### config.mk
export PLATFORM = sky130hd
export DESIGN_NAME = score_pulse_scheduler
export DESIGN_NICKNAME = d
export VERILOG_FILES = /design/src/rtl/score_pulse_scheduler.sv
export SDC_FILE = /design/constraint.sdc
export NUM_CORES = 1
export LEC_CHECK = 0
export ABC_AREA = 1
export CORE_ASPECT_RATIO = 0.75
export CORE_MARGIN = 10
export CORE_UTILIZATION = 50
export CTS_BUF_LIST = sky130_fd_sc_hd__clkbuf_4
export DETAILED_ROUTE_END_ITERATION = 6
export PLACE_DENSITY_LB_ADDON = 0.15
export SYNTH_ARGS = -nofsm -noshare
export SYNTH_HDL_FRONTEND = slang
export SYNTH_SLANG_ARGS = --single-unit
### constraint.sdc
create_clock -name clk -period 1.4 [get_ports clk]
set_input_delay 0.28 -clock clk [delete_from_list [all_inputs] [get_ports clk]]
set_output_delay 0.28 -clock clk [all_outputs]
set_load 0.05 [all_outputs]
### src/rtl/score_pulse_scheduler.sv
// Buffers weighted hit events in a small FIFO and expands each into evenly spaced score pulses.
// Optional: define SCORE_COMBO_MULT_EN to double an event's pulses once the hit streak reaches COMBO_THRESH.
module score_pulse_scheduler #(
    parameter int POINT_W      = 4,
    parameter int DEPTH        = 4,
    parameter int GAP_CYCLES   = 2,
    parameter int COMBO_THRESH = 8
) (
    input  logic               clk,
    input  logic               reset,
    input  logic               song_start,
    input  logic               hit_valid,
    input  logic [POINT_W-1:0] hit_points,
    output logic               hit_ready,
    output logic               score_pulse,
    output logic               counter_reset,
    output logic [POINT_W:0]   pending,
    output logic               busy
);
    localparam int AW    = $clog2(DEPTH);
    localparam int GAP_W = (GAP_CYCLES > 1) ? $clog2(GAP_CYCLES) : 1;

    localparam logic [AW:0]      PTR_ONE  = (AW+1)'(1);
    localparam logic [POINT_W:0] PEND_ONE = (POINT_W+1)'(1);
    localparam logic [GAP_W-1:0] GAP_ONE  = GAP_W'(1);
    localparam logic [GAP_W-1:0] GAP_LAST = GAP_W'((GAP_CYCLES > 0) ? GAP_CYCLES - 1 : 0);

    if (DEPTH < 2 || (DEPTH & (DEPTH - 1)) != 0 || GAP_CYCLES < 0 ||
        COMBO_THRESH < 0 || COMBO_THRESH > 255) begin : g_bad_params
        $error("score_pulse_scheduler: illegal parameter combination");
    end

    typedef enum logic [1:0] {
        S_IDLE,
        S_LOAD,
        S_PULSE,
        S_GAP
    } state_t;

    state_t             state_q, state_d;
    logic [AW:0]        wr_ptr_q, wr_ptr_d;
    logic [AW:0]        rd_ptr_q, rd_ptr_d;
    logic               full_q, full_d;
    logic [POINT_W:0]   pending_q, pending_d;
    logic [GAP_W-1:0]   gap_cnt_q, gap_cnt_d;
    logic               score_pulse_q, score_pulse_d;
    logic               counter_reset_q, counter_reset_d;
    logic [POINT_W-1:0] mem_q [DEPTH];

    logic               empty;
    logic               push;
    logic               pop;
    logic [POINT_W-1:0] head_points;
    logic [POINT_W:0]   load_count;

    assign empty       = (wr_ptr_q == rd_ptr_q);
    assign head_points = mem_q[rd_ptr_q[AW-1:0]];
    // A hit offered alongside song_start is discarded along with the rest of the queue.
    assign push        = hit_valid && !full_q && !song_start;

`ifdef SCORE_COMBO_MULT_EN
    logic [7:0] streak_q, streak_d;

    always_comb begin
        streak_d = streak_q;
        if (pop) begin
            if (head_points == '0) begin
                streak_d = '0;
            end else if (streak_q != 8'hFF) begin
                streak_d = streak_q + 8'd1;
            end
        end
        if (song_start) begin
            streak_d = '0;
        end
    end

    // The streak seen before this pop decides whether the event is doubled.
    assign load_count = (streak_q >= 8'(COMBO_THRESH)) ? {head_points, 1'b0}
                                                       : {1'b0, head_points};

    always_ff @(posedge clk) begin
        if (reset) begin
            streak_q <= '0;
        end else begin
            streak_q <= streak_d;
        end
    end
`else
    assign load_count = {1'b0, head_points};
`endif

    always_comb begin
        // NOTE: every signal written here gets a default first, so no path can infer a latch.
        state_d         = state_q;
        pending_d       = pending_q;
        gap_cnt_d       = gap_cnt_q;
        score_pulse_d   = 1'b0;
        counter_reset_d = 1'b0;
        pop             = 1'b0;

        case (state_q)
            S_IDLE: begin
                if (!empty) begin
                    state_d = S_LOAD;
                end
            end
            S_LOAD: begin
                pop       = 1'b1;
                pending_d = load_count;
                if (load_count != '0) begin
                    state_d       = S_PULSE;
                    score_pulse_d = 1'b1;
                end else begin
                    state_d = S_IDLE;
                end
            end
            S_PULSE: begin
                pending_d = pending_q - PEND_ONE;
                if (pending_q == PEND_ONE) begin
                    state_d = S_IDLE;
                end else if (GAP_CYCLES == 0) begin
                    state_d       = S_PULSE;
                    score_pulse_d = 1'b1;
                end else begin
                    state_d   = S_GAP;
                    gap_cnt_d = GAP_LAST;
                end
            end
            S_GAP: begin
                if (gap_cnt_q == '0) begin
                    state_d       = S_PULSE;
                    score_pulse_d = 1'b1;
                end else begin
                    gap_cnt_d = gap_cnt_q - GAP_ONE;
                end
            end
            default: begin
                state_d = S_IDLE;
            end
        endcase

        wr_ptr_d = push ? (wr_ptr_q + PTR_ONE) : wr_ptr_q;
        rd_ptr_d = pop  ? (rd_ptr_q + PTR_ONE) : rd_ptr_q;
        full_d   = (wr_ptr_d[AW] != rd_ptr_d[AW]) &&
                   (wr_ptr_d[AW-1:0] == rd_ptr_d[AW-1:0]);

        if (song_start) begin
            state_d         = S_IDLE;
            pending_d       = '0;
            gap_cnt_d       = '0;
            score_pulse_d   = 1'b0;
            counter_reset_d = 1'b1;
            wr_ptr_d        = '0;
            rd_ptr_d        = '0;
            full_d          = 1'b0;
        end
    end

    // NOTE: state flops use non-blocking assignments so every flop samples pre-edge values.
    always_ff @(posedge clk) begin
        if (reset) begin
            state_q         <= S_IDLE;
            wr_ptr_q        <= '0;
            rd_ptr_q        <= '0;
            full_q          <= 1'b0;
            pending_q       <= '0;
            gap_cnt_q       <= '0;
            score_pulse_q   <= 1'b0;
            counter_reset_q <= 1'b0;
        end else begin
            state_q         <= state_d;
            wr_ptr_q        <= wr_ptr_d;
            rd_ptr_q        <= rd_ptr_d;
            full_q          <= full_d;
            pending_q       <= pending_d;
            gap_cnt_q       <= gap_cnt_d;
            score_pulse_q   <= score_pulse_d;
            counter_reset_q <= counter_reset_d;
        end
    end

    // NOTE: the FIFO storage is deliberately not reset; the pointers alone define which entries are valid.
    always_ff @(posedge clk) begin
        if (push) begin
            mem_q[wr_ptr_q[AW-1:0]] <= hit_points;
        end
    end

    assign hit_ready     = !full_q;
    assign score_pulse   = score_pulse_q;
    assign counter_reset = counter_reset_q;
    assign pending       = pending_q;
    assign busy          = (state_q != S_IDLE) || !empty;

endmodule

==> impl_metrics.csv, run 1 <==
group,metric,value,unit
run_status,status,"complete, but fails checks",
run_status,violations,"negative setup slack",
logic_synthesis,ys_seq_area_frac,0.505,
timing,min_period,1.55,ns
global_route,grt_usage,0.124,
floorplanning,initial_core_util,0.539,
timing,maxSlewHeadroom,0.782,
logic_synthesis,synth_compound_area_frac,0.0715,
global_route,grt_pass1_vias,1320,
timing,tightest_slew,0.326,ns
clock_network,clock_path_buffers,2,
layout,final_core_util,0.766,
logic_synthesis,synth_area,0.00163,mm²
route,via_per_inst,5.28,
clock_network,htree_levels,2,
timing,fmax,645,MHz
clock_network,cts_tree,"built",
clock_network,clk_pin_slew_worst_paths,0.10,ns
global_route,antenna_found_initial,0,
route,drcViolationCount,0,
route,drt_first_pass_iters,4,
power_and_ir_drop,p_leak,0.931,nW
power_and_ir_drop,totalPowerFinal,1.88,mW
logic_synthesis,yosysTopAreaCellShare,0.295,
setup_path,endpoint_kind,"primary output",
layout,final_cells,260,
placement,hpwl,2670,µm
clock_network,numCtsBuffers,5,
timing,hold_violations,0,
placement,place_area,0.00204,mm²
logic_synthesis,ys_types,31,
layout,postLayoutCellArea,0.00231,mm²
layout,layout.nets,241,
clock_network,cts_sinks,33,
logic_synthesis,syn_avg_cell_area,9.14,µm²
route,wl,4000,µm
logic_synthesis,synthesis.nets,198,
setup_path,critPathArrivalTime,1.27,ns
setup_path,required,1.12,ns
global_route,grt_start_max_net_pins,11,
timing,slew_viol_final,0,
hold_path,hold_class,"in -> reg",
logic_synthesis,yosys_warnings,0,
floorplanning,die_y,69.4,µm
global_route,grt_pass1_wl,6040,µm
clock_network,clk_latency,0.34,ns
logic_synthesis,yosysTopAreaCell,"edfxtp_1",
floorplanning,die_width,85.9,µm
route,drt_iter0_markers,139,
route,vias,1374,
logic_synthesis,synth_edf_count,16,
timing,post-route-period-util,1.11,
power_and_ir_drop,p_per_area,813,mW/mm²
logic_synthesis,synth_simple_gate_area_frac,0.227,
logic_synthesis,synth-main-ff-cell,"dfxtp_1",
logic_synthesis,synth_mux_area_frac,0,
timing,setup_tns,-0.151,ns
setup_path,start_kind,"flop",
layout,num_antenna_cells,0,
clock_network,clock-root-buffer,"clkbuf_4",
setup_path,worstSetupPathType,"reg -> out",
logic_synthesis,syn_inst,178,
layout,layout-drive-gt1-share,0.374,
logic_synthesis,synthArstFlopShare,0,
logic_synthesis,synth_xor_area_frac,0.0423,
placement,io_buffers,16,
floorplanning,die-area,0.00596,mm²
flow_run,drv_cap,0,
logic_synthesis,synth_fa_ha_area_frac,0.0923,
timing,rsz0062_at_grt,"true",
floorplanning,rows,17,
power_and_ir_drop,irDropWorstVdd,518,µV
route,wire_per_inst,15.4,µm
timing,setup_viol,1,
placement,dp_cells,245,
floorplanning,ios,17,
route,postRouteAntennaNets,0,
setup_path,crit_fanout,6,
layout,area_growth_syn_to_layout,42.2,%
global_route,grt.overflow.total,0,
placement,place_congestion,0.824,
logic_synthesis,synth_top_family_by_area,"simple AND/OR/NAND/NOR gates",
logic_synthesis,ys_top_cells_by_area,"edfxtp_1 30%, dfxtp_1 21%, ha_1 9.2%",
timing,fin_ws,-0.151,ns
timing,skew,0.0161,ns
floorplanning,core-area,0.00302,mm²
logic_synthesis,synth_seq_cells,33,
[state kept, by name, summed over array words and instances, names as in the netlist]
name,count
mem_q,16
rd_ptr_q,3
gap_cnt_q,1
pending,5
state_q,2
counter_reset,1
score_pulse,1
wr_ptr_q,3
full_q,1
[power by group]
group | switching [mW] | internal, mW
clock | 0.322 | 0.211
sequential | 0.0115 | 1.03
combinational | 0.169 | 0.141
[logic make-up after synthesis]
logic type                 count (synthesis)
AOI/OAI and AO/OA                         20
xor gates and xnor gates                   7
adders and majority gates                 12
buffers and inverters                     26
DFF                                       33
and+or+nand+nor                           80
[routing by layer]
metal	global-route usage	wire length, µm
met5	0	0
met4	0.0489	56
met3	0.0515	265
met2	0.187	1940
met1	0.151	1730
[layout make-up]
| class | count | area (µm²) |
|---|---|---|
| fillers | 188 | 708 |
| repair buffers | 38 | 427 |
| inverters | 24 | 96.3 |
| flip-flops and latches | 33 | 836 |
| well taps | 38 | 47.5 |
| clock buffers | 6 | 45.0 |
| clock inverters | 2 | 10.0 |
| multi-input cells | 119 | 851 |
[worst paths after layout]
kind                                      end  cells after the start  slack [ns]   startpoint
worst max-delay path                     busy                      6       -0.15  rd_ptr_q[1]
worst min register to register     pending[4]                      2        0.61   pending[4]
worst max register to register         full_q                      8        0.01   state_q[1]
worst min-delay path            counter_reset                      2        0.53        reset
[what timing repair did]
item                       CTS  global route
setup endpoints to repair    5             9
cloned                       0             0
resized for setup           24            20
buffers inserted             6             4
pin swaps                    3            12
hold buffers                 0             0
[cells in the final DEF (no fill, tap or decap), types with 6 or more instances in the layout]
| cell | synthesis | layout |
|---|---|---|
| nor2_1 | 17 | 16 |
| ha_1 | 12 | 8 |
| inv_2 | 2 | 6 |
| buf_12 | 0 | 9 |
| clkdlybuf4s50_1 | 0 | 7 |
| dfxtp_2 | 0 | 6 |
| inv_1 | 22 | 16 |
| a21oi_1 | 9 | 8 |
| edfxtp_1 | 16 | 16 |
| nand3_1 | 10 | 10 |
| dfxtp_1 | 17 | 9 |
| nand2_1 | 39 | 34 |
| clkbuf_4 | 0 | 6 |
| buf_4 | 1 | 19 |
[stage by stage]
stage | setup slack (ns) | hold slack [ns]
global route | -0.217 | 0.524
floorplan | 0.0440 | 0.352
detailed placement | -0.239 | 0.523
global placement | -0.159 | 0.516
CTS | -0.146 | 0.528
finish | -0.151 | 0.531
[synth_stat cells (2+ instances only)]
library cell and count:
xnor2_1 3, o21ai_0 2, nand2_2 4, inv_1 22, nor3_1 2, nand4_1 2
dfxtp_1 17, edfxtp_1 16, nor2_1 17, o21ai_1 2, nand3_1 10, inv_2 2
nand2_1 39, xor2_1 3, ha_1 12, o211ai_1 2, a21oi_1 9
[critical path, stage by stage, from the launching register on]
cell	delay [ns]
dfxtp_4	0.38
inv_2	0.09
nand2_4	0.08
nand2_4	0.05
nor2_4	0.09
nand3_4	0.09
buf_12	0.16
Power figures use the tool's default switching activity.
==> run 2, diff against run 1 <==
CTS_BUF_LIST = not set   (was sky130_fd_sc_hd__clkbuf_4)
==> run 2 against run 1 <==
  * The run still ends with negative setup slack left
  * Die area did not move
  * Critical path depth unchanged
  * First-iteration DRC count fell by 35%
  * Highest routed layer unchanged
  * Combinational power fell by 6%
  * Worst setup slack better by 0.035 ns
==> impl_metrics.csv, run 2 (synthesis results as in run 1) <==
group,metric,value,unit
layout,mostFrequentLayoutCells,"36 x nand2_1, 23 x buf_4, 17 x inv_1, 17 x nor2_1, 16 x edfxtp_1",
timing,tightest_slew,0.338,ns
timing,setup_viol,2,
global_route,busiest_layer,"met2",
global_route,grt.overflow.total,0,
setup_path,r2r_end,"full_q",
route,vias,1302,
layout,area_growth_syn_to_layout,39.7,%
layout,largest_register_ffs,16,
route,wire_per_inst,14.0,µm
setup_path,reg2reg_depth,8,
floorplanning,ios,17,
route,via_per_inst,4.99,
flow_run,drv_cap,0,
layout,final_core_util,0.752,
hold_path,hold_end,"score_pulse",
timing,slew_viol_final,0,
setup_path,worstSetupPathType,"reg -> out",
placement,hpwl,2670,µm
placement,place_area,0.00204,mm²
floorplanning,core-area,0.00302,mm²
run_status,violations,"negative setup slack",
clock_network,clk_latency,0.29,ns
timing,hold_violations,0,
global_route,antenna_found_initial,0,
global_route,use_met2,0.181,
power_and_ir_drop,irDropWorstVdd,588,µV
clock_network,clock-root-buffer,"clkbuf_8",
setup_path,start_kind,"flop",
timing,post-route-period-util,1.08,
layout,postLayoutCellArea,0.00227,mm²
layout,num_antenna_cells,0,
global_route,grt_use_met3,0.0515,
setup_path,r2r_setup_slack,-0.02,ns
power_and_ir_drop,p_leak,0.921,nW
route,drt_first_pass_iters,4,
timing,min_period,1.52,ns
layout,layout.nets,242,
setup_path,critPathArrivalTime,1.24,ns
route,drcViolationCount,0,
setup_path,crit_fanout,3,
global_route,grt_pass1_wl,5880,µm
timing,hold_ws,0.546,ns
timing,skew,0.00812,ns
route,wl,3650,µm
clock_network,clk_pin_slew_worst_paths,0.07,ns
floorplanning,initial_core_util,0.539,
layout,layout-drive-gt1-share,0.345,
clock_network,cts_tree,"built",
layout,nFillCells,195,
clock_network,clock_path_buffers,2,
timing,maxSlewHeadroom,0.774,
timing,setup_tns,-0.139,ns
hold_path,min_path_cells,3,
clock_network,htree_levels,2,
route,postRouteAntennaNets,0,
hold_path,hold_start,"gap_cnt_q",
global_route,grt_usage,0.122,
setup_path,timing.rr.start,"state_q[1]",
hold_path,hold_class,"reg -> reg",
timing,fin_ws,-0.116,ns
clock_network,numCtsBuffers,5,
power_and_ir_drop,p_per_area,888,mW/mm²
layout,mostFrequentLayoutCell,"nand2_1",
timing,rsz0062_at_grt,"true",
floorplanning,rows,17,
setup_path,required,1.12,ns
floorplanning,die_width,85.9,µm
timing,fmax,660,MHz
route,drt_iter0_markers,91,
placement,io_buffers,16,
run_status,status,"complete, but fails checks",
floorplanning,die-area,0.00596,mm²
global_route,grt.met1_usage,0.147,
floorplanning,die_y,69.4,µm
placement,place_congestion,0.824,
clock_network,cts_sinks,33,
global_route,grt_start_max_net_pins,11,
setup_path,endpoint_kind,"primary output",
global_route,grt_pass1_vias,1288,
-- run 2: cell count changes in the layout (fill, tap and decap cells not counted), moves of 2 or more --
cell,delta
buf_4,+4
buf_6,-3
clkbuf_4,-6
clkbuf_8,+5
ha_2,+2
ha_4,-3
nand2_1,+2
nand2_4,-3
-- run 2: per-layer routing --
| layer | wire length (µm) | share of wire | vias to the layer above |
|---|---|---|---|
| met5 | 0 | 0 | - |
| met2 | 1730 | 0.47 | 31 |
| met1 | 1660 | 0.45 | 603 |
| li1 | - | - | 661 |
| met4 | 65 | 0.018 | 0 |
| met3 | 195 | 0.053 | 7 |
-- run 2: layout make-up --
type / count / area (µm²) / area share
clock buffer: 6 / 72.6 / 0.0319
clock inverter: 2 / 10.0 / 0.00441
inverter: 24 / 93.8 / 0.0413
multi-input combinational: 119 / 790 / 0.347
sequential: 33 / 836 / 0.368
tap: 38 / 47.5 / 0.0209
timing repair buffer: 39 / 423 / 0.186
-- run 2: where the power goes --
part	total (mW)	switching (mW)	leakage (nW)	internal (mW)
logic	0.292	0.159	0.588	0.133
registers	1.04	0.0113	0.287	1.03
clock network	0.689	0.345	0.0450	0.344
-- run 2: worst max path at each step --
| stage | start | end |
|---|---|---|
| CTS | state_q[1] | busy |
| detailed placement | song_start | full_q |
| finish | state_q[1] | busy |
| global route | state_q[1] | busy |
| global placement | song_start | full_q |
| floorplan | state_q[1] | pending[3] |
-- run 2: critical path, cell delays in order (launching register included) --
cell     delay, ns
dfxtp_2       0.32
inv_2         0.08
ha_4          0.14
nand2_4       0.04
nor2_4        0.11
nand3_4       0.09
buf_12        0.16
-- run 2: repair_timing --
action / in CTS / in global routing
pin swaps: 3 / 4
setup buffers: 5 / 3
hold buffers: 0 / 0
resized for setup: 16 / 12
endpoints found under the setup margin: 5 / 8
-- run 2: through the flow --
stage	total power [mW]	worst slack, ns	std cells
2_1_floorplan	1.20	0.0440	178
3_3_place_gp	1.31	-0.159	245
3_5_place_dp	1.32	-0.239	245
4_1_cts	2.02	-0.118	258
5_1_grt	2.10	-0.178	261
6_report	2.02	-0.116	261
==> run 3, diff against run 2 <==
CORE_UTILIZATION = 51   (was 50)
DONT_BUFFER_PORTS = 1   (was not set)
TNS_END_PERCENT = 30   (was not set)
==> run 3 against run 2 <==
  * The flow still finishes with violations (negative setup slack)
  * Non-clock buffer count decreased by 12
  * Global-route usage grew 0.46 points
  * Routed wire length decreased by 2.5%
  * Sequential power about the same
==> impl_metrics.csv, run 3 (synthesis results as in run 1) <==
group,metric,value,unit
run_status,status,"complete, but fails checks",
run_status,violations,"negative setup slack",
setup_path,start_kind,"flop",
global_route,grt_pass1_wl,5880,µm
setup_path,worstSetupPathType,"reg -> out",
timing,min_period,1.50,ns
clock_network,postCtsHoldBufs,0,
timing,setup_viol,1,
timing,setup_tns,-0.105,ns
timing,hold_violations,0,
timing,fin_ws,-0.105,ns
global_route,grt_start_max_net_pins,14,
setup_path,endpoint_kind,"primary output",
setup_path,startpoint,"state_q[1]",
floorplanning,die_y,68.9,µm
placement,hpwl,2550,µm
layout,mostFrequentLayoutCell,"nand2_1",
timing,skew,0.00342,ns
route,drt_iter0_markers,87,
layout,mostFrequentLayoutCells,"34 x nand2_1, 24 x buf_4, 17 x nor2_1",
placement,io_buffers,0,
power_and_ir_drop,totalPowerFinal,1.95,mW
timing,hold_ws,0.0610,ns
floorplanning,ios,17,
setup_path,crit_chain,"inv_2 -> ha_4 -> nand2_4 -> nor2_4 -> nand3_4 -> buf_12",
clock_network,clk_pin_slew_worst_paths,0.07,ns
global_route,grt.met1_usage,0.148,
floorplanning,initial_core_util,0.542,
layout,regArea,836,µm²
clock_network,clock-root-buffer,"clkbuf_8",
layout,layout-drive-gt1-share,0.365,
setup_path,cpLargestDelayFamily,"flip-flops",
setup_path,r2r_end,"full_q",
global_route,busiest_layer,"met2",
layout,multiInputGateArea,800,µm²
route,drcViolationCount,0,
placement,dp_cells,232,
layout,nFillCells,214,
clock_network,clk_latency,0.28,ns
hold_path,hold_class,"in -> reg",
clock_network,numCtsBuffers,5,
timing,rsz0062_at_grt,"true",
power_and_ir_drop,irDropWorstVdd,613,µV
setup_path,r2r_setup_slack,0.01,ns
placement,place_congestion,0.831,
placement,place_area,0.00184,mm²
global_route,grt_pass1_vias,1277,
floorplanning,core-area,0.00300,mm²
layout,layout.nets,230,
route,via_per_inst,5.08,
floorplanning,rows,17,
setup_path,critPathArrivalTime,1.22,ns
setup_path,critical_path_buf_inv_count,2,
global_route,grt_use_met3,0.0585,
global_route,grt_usage,0.126,
flow_run,drv_cap,0,
route,drt_first_pass_iters,4,
timing,tightest_slew,0.499,ns
route,wire_per_inst,14.3,µm
layout,postLayoutCellArea,0.00209,mm²
floorplanning,die_width,85.2,µm
route,vias,1265,
clock_network,cts_sinks,33,
layout,largest_register_ffs,16,
global_route,antenna_found_initial,0,
power_and_ir_drop,p_leak,0.857,nW
timing,maxSlewHeadroom,0.667,
setup_path,crit_fanout,2,
setup_path,required,1.12,ns
timing,slew_viol_final,0,
setup_path,crit_end,"busy",
clock_network,htree_levels,2,
clock_network,clock_path_buffers,2,
setup_path,cp.depth,6,
timing,post-route-period-util,1.07,
clock_network,cts_tree,"built",
setup_path,max_stage_delay,0.33,ns
route,postRouteAntennaNets,0,
setup_path,cp_slowest_cell,"dfxtp_2",
layout,final_cells,249,
global_route,grt.overflow.total,0,
setup_path,reg2reg_depth,8,
setup_path,timing.rr.start,"state_q[1]",
timing,fmax,665,MHz
layout,area_growth_syn_to_layout,28.7,%
layout,num_antenna_cells,0,
power_and_ir_drop,p_per_area,930,mW/mm²
global_route,use_met2,0.205,
floorplanning,die-area,0.00587,mm²
route,wl,3560,µm
[run 3: per-stage QoR]
| step | util | setup WS, ns |
|---|---|---|
| floorplan | - | 0.0440 |
| global placement | 0.612 | -0.0393 |
| detailed placement | 0.612 | -0.105 |
| CTS | 0.686 | -0.0745 |
| global route | 0.698 | -0.175 |
| finish | 0.698 | -0.105 |
[run 3: timing repair]
item / in CTS / in global routing
setup endpoints to repair: 6 / 9
resized for setup: 24 / 12
setup buffers: 9 / 0
pin swaps: 4 / 1
[run 3: routing by layer]
metal  share of wire  vias to the layer above
li1                -                      641
met1            0.45                      594
met2            0.47                       28
met3           0.070                        2
met4          0.0053                        0
met5               0                        -
[run 3: worst min path at each step]
stage          startpoint             to  slack (ns)  cells after the start
6_report            reset  counter_reset        0.06                      1
5_1_grt             reset  counter_reset        0.05                      1
4_1_cts             reset  counter_reset        0.06                      1
3_5_place_dp        reset  counter_reset        0.36                      1
3_3_place_gp        reset  counter_reset        0.35                      1
2_1_floorplan       reset  counter_reset        0.35                      1
[run 3: final cells by class]
class	count	share of cell area
clock inverter	2	0.00478
clock buffer	6	0.0347
inverter	24	0.0460
timing repair buffer	27	0.111
tap	38	0.0227
sequential	33	0.399
multi-input combinational	119	0.382
[run 3: worst reg2reg max path, delay by kind of cell, from the launching register on]
| family | cells | cell delay [ns] |
|---|---|---|
| flip-flops | 1 | 0.34 |
| XOR/XNOR | 2 | 0.33 |
| buffers and inverters | 3 | 0.27 |
| AND/OR/NAND/NOR | 2 | 0.22 |
| adder cells (fa/ha/maj) | 1 | 0.18 |
[run 3: power by group]
part / internal, mW / switching, mW
clock network: 0.344 / 0.327
logic: 0.0936 / 0.137
registers: 1.03 / 0.0165
==> variant, RTL diff (flow settings as in run 3) <==
The output `counter_reset` loses its register stage (`counter_reset_q` becomes a continuous assignment).
--- a/src/rtl/score_pulse_scheduler.sv
+++ b/src/rtl/score_pulse_scheduler.sv
@@ -167,7 +167,6 @@
             pending_q       <= '0;
             gap_cnt_q       <= '0;
             score_pulse_q   <= 1'b0;
-            counter_reset_q <= 1'b0;
         end else begin
             state_q         <= state_d;
             wr_ptr_q        <= wr_ptr_d;
@@ -176,9 +175,10 @@
             pending_q       <= pending_d;
             gap_cnt_q       <= gap_cnt_d;
             score_pulse_q   <= score_pulse_d;
-            counter_reset_q <= counter_reset_d;
         end
     end
+
+    assign counter_reset_q = counter_reset_d;
 
     // NOTE: the FIFO storage is deliberately not reset; the pointers alone define which entries are valid.
     always_ff @(posedge clk) begin
Behaviour: not the same (Yosys sat finds a counterexample within 4 cycles, from zero or initial values and one cycle with reset high).
==> variant against run 3 <==
Die area decreased by 0.18%. The run still ends with negative setup slack left. Wire length increased by 5.8%. Cell area about the same. Sequential cell count decreased by 1. Total power increased by 4.1%. Count of clock-buffer cells in the layout increased by 2. Worst setup slack improved by 0.014 ns. Synthesized area decreased by 0.23%.
==> variant: results (changes against run 3) <==
| Metric | Value |
|---|---|
| Run status | `finished, violations left (unchanged)` |
| Failing checks | `negative setup slack (unchanged)` |
| Global-route wire length before repair | `5.816 mm (was 5.878 mm)` |
| Antenna violations before repair | `0 (unchanged)` |
| Arr. time, crit path | `1.21 ns` |
| GPL Wtd Cong | `0.7793 (was 0.8314)` |
| Root Buffer | `clkbuf_8 (unchanged)` |
| Pin count of the biggest net entering global routing | `11 (was 14)` |
| HP Class | `in -> reg (unchanged)` |
| Final setup vio count | `3 (was 1)` |
| Clk_lat worst skew | `0.28 ns (about the same)` |
| M1 GR Usage | `14.21% (was 14.82%)` |
| Port Buf Inserts | `0 (unchanged)` |
| Pint | `1.543 mW (was 1.465 mW)` |
| Cell variety after synth | `33 (was 31)` |
| Filler cells | `211 (was 214)` |
| Prevailing post-synth register cell | `edfxtp_1 (was dfxtp_1)` |
| Async S/R FF share, synth | `0% (unchanged)` |
| Via Count | `1,317 (was 1,265)` |
| CP Max Fanout | `2 (unchanged)` |
| Syn Nets | `200 (was 198)` |
| Crit-path max cell delay | `0.35 ns (was 0.33 ns)` |
| TritonRoute pass-1 iters | `4 (unchanged)` |
| CP max stage cell | `dfxtp_4 (was dfxtp_2)` |
| M3 GR Usage | `4.567% (was 5.855%)` |
| Post-synth EDFFs | `16 (unchanged)` |
| Final wirelength | `3.762 mm (was 3.557 mm)` |
| Seq/Total Area, Yosys | `49.34% (was 50.46%)` |
| Overall Global Routing Usage | `12.65% (was 12.63%)` |
| Max VDD drop | `0.6525 mV (was 0.6131 mV)` |
| Num CTS Buffers | `5 (unchanged)` |
| Relative slew slack | `67.09% (was 66.69%)` |
| Clk pin slew, worst setup/hold paths | `0.08 ns` |
| GRT Residual Overflow | `0 (unchanged)` |
| Area contributors post-synth | `edfxtp_1 (30%), dfxtp_1 (20%), nand2_1 (11%) (was edfxtp_1 (30%), dfxtp_1 (21%), ha_1 (9.2%))` |
| Top cells by count, synth | `nand2_1 (46), inv_1 (20), dfxtp_1 (16), edfxtp_1 (16), nor2_1 (14) (was nand2_1 (39), inv_1 (22), dfxtp_1 (17), nor2_1 (17), edfxtp_1 (16))` |
| Post-route setup slack | `-0.09043 ns (was -0.1046 ns)` |
| CP delay by family, top | `flip-flops (unchanged)` |
| Largest register FFs | `16 (unchanged)` |
| DP HPWL | `2.603 mm (was 2.550 mm)` |
| Met2 global-route usage | `21.83% (was 20.52%)` |
| Initial drt markers | `172 (was 87)` |
| Clk buf depth | `2 (unchanged)` |
| Final Net Count | `235 (was 230)` |
| Clock Skew | `0.01549 ns (was 0.003416 ns)` |
| H-tree depth | `2 (unchanged)` |
| # diodes | `0 (unchanged)` |
| Layout cell share with drive strength beyond 1 | `35.65% (was 36.49%)` |
| Pleak | `0.8889 nW (was 0.8568 nW)` |
| Pre-CTS setup slack | `-0.04681 ns (was -0.1053 ns)` |
| Setup TNS | `-0.1777 ns (was -0.1046 ns)` |
| Synth warnings | `0 (unchanged)` |
## variant: cell types whose count changed in the layout (fill, tap and decap cells not counted), sizes merged, moves of 2 or more
cell    change
nand2       +5
buf         +4
nor2        -3
a21oi       -2
clkbuf      +2
clkinv      -2
## variant: worst reg2reg max path, cell delays in order, from the launching register on
cell and delay [ns]:
dfxtp_4 0.35, buf_4 0.15, ha_1 0.29, nand2_1 0.11, o21ai_4 0.07, xor2_1 0.20, nand3_1 0.11, nor3_2 0.10
## variant: power by group through the flow
stage               logic [mW]  registers [mW]  clock network [mW]
global route             0.254            1.01               0.836
CTS                      0.223            1.01               0.784
detailed placement       0.190            1.03                   0
global placement         0.186            1.03                   0
floorplan                0.126            1.04                   0
finish                   0.234            1.01               0.783
## variant: cell families after synthesis
group           count (synthesis)  synth area share (%)
fa+ha+maj                      12                 9.252
simple gates                   85                 24.36
buf+inv                        27                 6.707
xor+xnor                        6                 3.702
compound gates                 18                 6.632
flops                          32                 49.34
## variant: final cells by class
| cell class | count | area share (%) |
|---|---|---|
| flip-flops and latches | 32 | 38.83 |
| clock buffers | 8 | 4.779 |
| inverters | 24 | 4.540 |
| multi-input cells | 121 | 37.93 |
| repair buffers | 31 | 11.65 |
| well taps | 38 | 2.270 |
## variant: routing by layer
layer,part of all wire [%],wire length [µm]
met3,5.8,219
met1,42,1564
met4,0.77,29
met2,52,1949
met5,0,0
## variant: timing repair
item,CTS,global route
setup endpoints to repair,3,6
resized for setup,21,11
buffers inserted,9,0
pin swaps,2,1
## variant: through the flow
stage / cell area (µm²) / instances / hold WS, ns / power (mW)
after floorplan: 1625 / 180 / 0.3789 / 1.170
after global placement: 1819 / 237 / 0.3791 / 1.216
after detailed placement: 1819 / 237 / 0.3791 / 1.221
after CTS: 2049 / 254 / 0.08562 / 2.015
after global routing: 2095 / 254 / 0.07175 / 2.099
final: 2095 / 254 / 0.08682 / 2.026
## variant: final timing paths
path                                 from                 endpoint  slack, ns  depth (start not counted)
setup / recovery   rd_ptr_q[0]$_SDFF_PP0_                     busy      -0.09                          6
hold / removal              hit_points[0]    mem_q[2][0]$_DFFE_PP_       0.09                          0
setup reg to reg   rd_ptr_q[0]$_SDFF_PP0_        full_q$_SDFF_PP0_      -0.06                          7
hold reg to reg   pending[0]$_SDFFE_PP0P_  pending[0]$_SDFFE_PP0P_       0.57                          3
